<file path="config.mk">
export PLATFORM = sky130hd
export DESIGN_NAME = spi_frame_ctrl
export DESIGN_NICKNAME = d
export VERILOG_FILES = /design/src/rtl/spi_frame_ctrl.sv
export SDC_FILE = /design/constraint.sdc
export NUM_CORES = 1
export LEC_CHECK = 0
export CAP_MARGIN = 10
export CORE_MARGIN = 2
export CORE_UTILIZATION = 31
export CTS_CLUSTER_DIAMETER = 150
export DETAILED_ROUTE_END_ITERATION = 10
export PLACE_DENSITY = 0.64
export SYNTH_ARGS = -nofsm -noshare
export SYNTH_HDL_FRONTEND = slang
export SYNTH_SLANG_ARGS = --single-unit
export TNS_END_PERCENT = 5
</file>
<file path="constraint.sdc">
create_clock -name clk -period 4.9 [get_ports clk]
set_input_delay 0.98 -clock clk [delete_from_list [all_inputs] [get_ports clk]]
set_output_delay 0.98 -clock clk [all_outputs]
set_load 0.02 [all_outputs]
</file>
<file path="src/rtl/spi_frame_ctrl.sv">
// spi_frame_ctrl: frame-level sequencer for an SPI slave shifter.
// Snapshots feedback into the transmit frame when a frame starts.
// When a frame ends it checks length and header, then commits the payload.
// It also runs a link watchdog that expires when no frame has been committed
// for TIMEOUT clk cycles.
module spi_frame_ctrl #(
  parameter int          BUFFER_SIZE = 64,
  parameter logic [31:0] MSGID       = 32'h74697277,
  parameter int          TIMEOUT     = 4800000
) (
  input  logic                    clk,
  input  logic                    rst_n,
  input  logic                    SPI_SSEL,
  input  logic [BUFFER_SIZE-1:0]  frame_rx,
  input  logic [15:0]             bit_count,
  input  logic [BUFFER_SIZE-33:0] status_in,
  output logic [BUFFER_SIZE-1:0]  tx_frame,
  output logic [BUFFER_SIZE-33:0] cmd_out,
  output logic                    cmd_valid,
  output logic                    link_enable,
  output logic                    pkg_timeout,
  output logic [7:0]              short_cnt,
  output logic [7:0]              bad_id_cnt
);

  localparam int               PW        = BUFFER_SIZE - 32;
  localparam int               WD_W      = $clog2(TIMEOUT + 1);
  localparam logic [WD_W-1:0]  WD_MAX    = WD_W'(TIMEOUT);
  localparam logic [15:0]      FULL_BITS = 16'(BUFFER_SIZE);

  typedef enum logic [2:0] {
    WAIT_HIGH,
    IDLE,
    ACTIVE,
    CHECK,
    COMMIT
  } state_t;

  state_t          state_reg;
  logic [2:0]      ssr_reg;
  logic [1:0]      primed_reg;
  logic [WD_W-1:0] wd_reg;

  logic sync_level;
  logic ssel_rise;

  assign sync_level = ssr_reg[1];
  assign ssel_rise  = (ssr_reg[2:1] == 2'b01);

  // Chip-select synchronizer. The reset preset of ssr is not a real sample,
  // so primed_reg marks when ssr[1] holds a genuinely sampled SSEL level.
  always_ff @(posedge clk or negedge rst_n) begin
    if (!rst_n) begin
      ssr_reg    <= 3'b111;
      primed_reg <= 2'b00;
    end else begin
      ssr_reg    <= {ssr_reg[1:0], SPI_SSEL};
      primed_reg <= {primed_reg[0], 1'b1};
    end
  end

  // Frame FSM with registered outputs and the link watchdog. COMMIT is
  // written after the watchdog update, so a commit on the expiry edge wins.
  always_ff @(posedge clk or negedge rst_n) begin
    if (!rst_n) begin
      state_reg   <= WAIT_HIGH;
      tx_frame    <= {MSGID, {PW{1'b0}}};
      cmd_out     <= '0;
      cmd_valid   <= 1'b0;
      link_enable <= 1'b0;
      pkg_timeout <= 1'b1;
      short_cnt   <= 8'd0;
      bad_id_cnt  <= 8'd0;
      wd_reg      <= WD_MAX;
    end else begin
      cmd_valid <= 1'b0;

      if (wd_reg < WD_MAX) begin
        wd_reg <= wd_reg + 1'b1;
        if (wd_reg == WD_MAX - 1'b1) begin
          link_enable <= 1'b0;
          pkg_timeout <= 1'b1;
        end
      end

      case (state_reg)
        WAIT_HIGH: begin
          // A frame already in progress at reset release is skipped.
          if (primed_reg[1] && sync_level) begin
            state_reg <= IDLE;
          end
        end
        IDLE: begin
          // Level test, so a frame that started during CHECK/COMMIT is kept.
          if (!sync_level) begin
            tx_frame  <= {MSGID, status_in};
            state_reg <= ACTIVE;
          end
        end
        ACTIVE: begin
          if (ssel_rise) begin
            state_reg <= CHECK;
          end
        end
        CHECK: begin
          if (bit_count != FULL_BITS) begin
            if (short_cnt != 8'hFF) begin
              short_cnt <= short_cnt + 8'd1;
            end
            state_reg <= IDLE;
          end else if (frame_rx[BUFFER_SIZE-1 -: 32] != MSGID) begin
            if (bad_id_cnt != 8'hFF) begin
              bad_id_cnt <= bad_id_cnt + 8'd1;
            end
            state_reg <= IDLE;
          end else begin
            state_reg <= COMMIT;
          end
        end
        COMMIT: begin
          cmd_out     <= frame_rx[PW-1:0];
          cmd_valid   <= 1'b1;
          wd_reg      <= '0;
          link_enable <= 1'b1;
          pkg_timeout <= 1'b0;
          state_reg   <= IDLE;
        end
        default: begin
          state_reg <= WAIT_HIGH;
        end
      endcase
    end
  end

endmodule

</file>
# --- Word level (Yosys, flattened, before mapping) ---
# Index checks and enable logic that the tools add are counted.
# W data, S select, Z words.
classes:
  addsub: 3
  magnitude_cmp: 1
  n_eq_ne: 13
  muxes: 15
  bitwise_logic: 2
  reduce_logical: 9
ops:
  columns: ["op", "count"]
  rows:
  - ["$mux W23", 2]
  - ["$ne A32 B31 Y1 const B", 1]
  - ["$add A23 B1 Y23 const B", 1]
  - ["$eq A23 B23 Y1 const B", 1]
  - ["$lt A23 B23 Y1 const B", 1]
  - ["$add A8 B1 Y8 const B", 2]
  - ["$ne A16 B7 Y1 const B", 1]
  - ["$ne A8 B8 Y1 const B", 2]
  - ["$mux W3", 5]
  - ["$pmux W3 S5", 1]
  - ["$mux W1", 7]
  - ["$eq A3 B2 Y1 const B", 2]
  - ["$ne A2 B2 Y1 const B", 3]
  - ["$reduce_and A3 Y1", 2]
  - ["$reduce_and A2 Y1", 2]
  - ["$reduce_and A4 Y1", 1]
  - ["$reduce_bool A2 Y1", 2]
  - ["$eq A3 B1 Y1 const B", 1]
  - ["$eq A3 B3 Y1 const B", 1]
  - ["$logic_not A3 Y1", 1]
  - ["$eq A2 B1 Y1 const B", 1]
  - ["$not A1 Y1", 2]
  - ["$logic_and A1 B1 Y1", 1]
word_totals:
  regBits: 114
  inputBits: 115
  out_inout_bits: 115
  wordCells: 54

# --- Logic depth before layout (Yosys ltp) ---
logic_depth:
  ltp_word: 4
  ltp_mapped: 7
  mapped_depth_nobuf: 6

# --- Worst setup path after synthesis ---
# OpenSTA, ideal clock, no wires.
synth_path:
  path_kind: "input port to flip-flop"
  startpoint: "input port frame_rx[40]"
  endpoint: "register bad_id_cnt[1]"
  setup_ps: 125
  arrival_ps: 2538
  required_ps: 4775
  slack_ps: 2237
  cell_stages: 5
  n_path_buf: 0
  cell_sequence: "or4b_1 or4_4 o211ai_4 nor2_2 mux2_4"
synth_via:
  elab_chain_len: 2
synth_lines:
  columns: ["item", "line_no", "rtl"]
  rows:
  - ["start: declaration", "14", "input logic [BUFFER_SIZE-1:0] frame_rx,"]
  - ["$ne A32 B31 Y1", "111", "end else if (frame_rx[BUFFER_SIZE-1 -: 32] != MSGID) begin"]
  - ["$reduce_and A4 Y1 (no line)", null, null]
  - ["end signal: assignment", "113", "bad_id_cnt <= bad_id_cnt + 8'd1;"]
  - ["end: declaration", "23", "output logic [7:0] bad_id_cnt"]
# No other way between the ends.
# A chain may end at the register's enable or synchronous reset.

# --- Final worst setup path ---
# Ends and elaborated chain as after synthesis.

==> results.py <==
metrics = {
    "power": {
        "worst_ir_drop_vdd_mv": 0.254,
        "p_int_mw": 2.42,
        "p_per_area_nw_per_um2": 431,
        "seqPwrFrac_pct": 36.0,
        "power_switching_uw": 982,
        "p_clk_share_pct": 36.2,
        "p_total_mw": 3.40,
        "power_switching_share_pct": 28.9,
        "comb_power_share_pct": 27.8,
        "power_leakage_nw": 3.23,
    },
    "clock_tree": {
        "clkTransAtPathRegs_ps": 50,
        "ctsRootBufferMaster": "clkbuf_16",
        "clk_latency_ps": 410,
        "cts_tree": "done",
        "htreeDepth": 4,
        "cts_buffer_depth": 2,
        "numCtsBuffers": 17,
        "hold_buffers": 0,
        "clock_sinks": 114,
        "ctsResizeCount": 0,
        "post_cts_buffers": 0,
    },
    "timing": {
        "hold-worst-slack_ps": 348,
        "skew_ps": 7.91,
        "post-route-min-period_ps": 2720,
        "slew_viol_final": 0,
        "final.setup.tns_ps": 0,
        "fmax_mhz": 368,
        "max_slew.worst_pin.slew_ps": 940,
        "hold_violations": 0,
        "grt_setup_unrepaired": "no",
        "layout_setup_ws_ps": 2180,
        "slew_headroom_pct": 37.2,
        "finalSetupViolCount": 0,
        "post-route-period-util_pct": 55.4,
    },
    "setup_path": {
        "critPathLaunchType": "input pin",
        "crit_arrival_ps": 3010,
        "crit_chain": "clkdlybuf4s50_1 -> or4b_1 -> or4_4 -> o211ai_4 -> nor2_2 -> mux2_4",
        "cp-end-kind": "register",
        "required_ps": 5200,
        "crit_type": "input pin to register",
        "worstPathMaxFanout": 7,
        "slowest_stage": "or4b_1",
        "rrSetupSlack_ps": 2400,
        "r2r_start": "state_reg[0]$_DFFE_PN0P_",
        "critPathMaxStageDelay_ps": 510,
        "reg2reg_depth": 6,
        "r2r-end": "wd_reg[22]$_DFFE_PN1P_",
    },
    "floorplan": {
        "start_util_pct": 31.6,
        "die_w_um": 133,
        "rows": 47,
        "die_area_um2": 17800,
        "fp.coreArea_um2": 16500,
        "top_level_ports": 230,
        "die_y_um": 133,
    },
    "synth": {
        "dominantRegCellSynth": "dfrtp_1",
        "syn_inst": 492,
        "synth-async-reset-ratio_pct": 100,
        "avgSynthCellArea_um2": 10.6,
        "synth_top_area_share_pct": 49.1,
        "synth.top_cells.by_area": "dfrtp_1 49%, nand2_1 8.4%, mux2_2 7.2%",
        "yosys_register_bits": 114,
        "ys_seq_area_share_pct": 55.2,
        "synth_commonest_cells": "116 x nand2_1, 102 x dfrtp_1, 33 x mux2_2",
        "yosys.cell_count.top_type": "nand2_1",
        "syn_area_um2": 5200,
        "synth_edf_count": 0,
        "yosysTopAreaCell": "dfrtp_1",
        "yosysWarningCount": 0,
        "ys_types": 57,
    },
    "global_routing": {
        "grt_overflow_total": 0,
        "grt_pass1_vias": 4260,
        "grt_max_degree": 88,
        "track_usage_pct": 15.0,
        "grt_pass1_wl_um": 21000,
        "grt_antenna_before_repair": 1,
    },
    "final_layout": {
        "fillers": 1569,
        "final_nets": 812,
        "multi_input_area_um2": 2130,
        "syn2layout_area_growth_pct": 52.0,
        "final_layout_size_suffix_gt1_share_pct": 13.5,
        "n_antenna_cell": 0,
        "regArea_um2": 2870,
    },
    "route": {
        "wl_um": 13200,
        "avgRoutedWirePerCell_um": 14.2,
        "via_count": 4311,
        "routed_via_density": 4.66,
        "drt-pass1-iter-count": 4,
        "drt_iter0_drc": 170,
        "drc": 0,
        "antenna_left": 0,
    },
    "placement": {
        "numPortBuffers": 197,
        "place_hpwl_um": 9460,
        "preCtsSetupSlack_ps": 1760,
        "place.gp.congestion": 0.749,
    },
    "hold_path": {
        "hold_end": "primed_reg[1]$_DFF_PN0_",
        "min_from": "primed_reg[0]$_DFF_PN0_",
        "holdPathStages": 0,
        "min_path_type": "register to register",
    },
    "outcome": {
        "outcome": "completed",
    },
    "run": {
        "drv_cap": 0,
    },
}
==> area by class of cell <==
cell class | count | area share (%)
well taps | 220 | 3.48
flip-flops and latches | 114 | 36.3
inverters | 4 | 0.190
clock inverters | 13 | 2.08
repair buffers | 201 | 25.6
multi-input cells | 356 | 26.9
clock buffers | 18 | 5.43
==> layer usage <==
layer  global-route usage (%)  wire, µm  vias up
met5                        0         0        -
met4                     6.91       341        0
met3                     5.10       976       24
met2                     26.2      6900      157
met1                     16.5      4960     2073
li1                         -         -     2057
==> layout by cell type (no fill, tap or decap), types with 2 or more instances in the layout <==
cell type	n
dfrtp_1	102
xor2_1	12
clkinvlp_4	5
o21ai_0	9
buf_4	4
dfstp_2	12
and4_1	3
o31ai_1	7
nand3_1	14
nand2_1	116
o211ai_1	4
mux2_2	33
clkdlybuf4s50_1	196
a21oi_1	17
nor4_1	8
and4bb_2	3
or2_2	2
bufinv_16	3
xnor2_1	6
or4_1	7
nor2_1	20
mux2i_1	2
nor3_1	5
clkbuf_16	17
or3_1	7
nand4_1	12
ha_1	3
clkinv_4	3
conb_1	33
nor2b_1	2
inv_1	3
clkinv_2	2
nand4b_1	4
==> power by group through the flow <==
| stage | Combinational, mW | Clock (mW) | Sequential, mW |
|---|---|---|---|
| global route | 1.00 | 1.31 | 1.25 |
| finish | 0.946 | 1.23 | 1.23 |
| global placement | 0.940 | 0 | 1.23 |
| CTS | 0.957 | 1.26 | 1.23 |
| floorplan | 0.292 | 0 | 1.42 |
| detailed placement | 0.952 | 0 | 1.24 |
==> critical path: cells and delay by family <==
kind,cells,cell delay (ps)
buffers and inverters,1,390
AO/OA/AOI/OAI,1,280
multiplexers,1,310
AND/OR/NAND/NOR,3,1050
==> how the worst max path moves through the flow <==
| stage | slack, ps | start | end |
|---|---|---|---|
| after floorplan | 2240 | frame_rx[40] | bad_id_cnt[1]$_DFFE_PN0P_ |
| after global placement | 1800 | frame_rx[40] | bad_id_cnt[1]$_DFFE_PN0P_ |
| after detailed placement | 1760 | frame_rx[40] | bad_id_cnt[1]$_DFFE_PN0P_ |
| after CTS | 2190 | frame_rx[40] | bad_id_cnt[1]$_DFFE_PN0P_ |
| after global routing | 2140 | frame_rx[43] | bad_id_cnt[1]$_DFFE_PN0P_ |
| final | 2180 | frame_rx[40] | bad_id_cnt[1]$_DFFE_PN0P_ |
==> per-stage QoR <==
step / cell area [µm²] / cells / utilization (%)
after CTS: 7870 / 925 / 47.8
after floorplan: 5310 / 523 / -
after global placement: 7280 / 894 / 44.2
after detailed placement: 7280 / 894 / 44.2
final: 7900 / 926 / 48.0
after global routing: 7900 / 926 / 48.0
==> cell families after synthesis <==
| family | Yosys count | share of synthesized area (%) |
|---|---|---|
| adder cells (fa/ha/maj) | 3 | 0.722 |
| AND/OR/NAND/NOR | 216 | 20.4 |
| multiplexers | 36 | 7.83 |
| AO/OA/AOI/OAI | 50 | 6.45 |
| XOR/XNOR | 18 | 3.03 |
| flip-flops | 114 | 55.2 |
| buffers and inverters | 53 | 6.19 |
| other | 2 | 0.145 |
(Power assumes the default switching activity.)
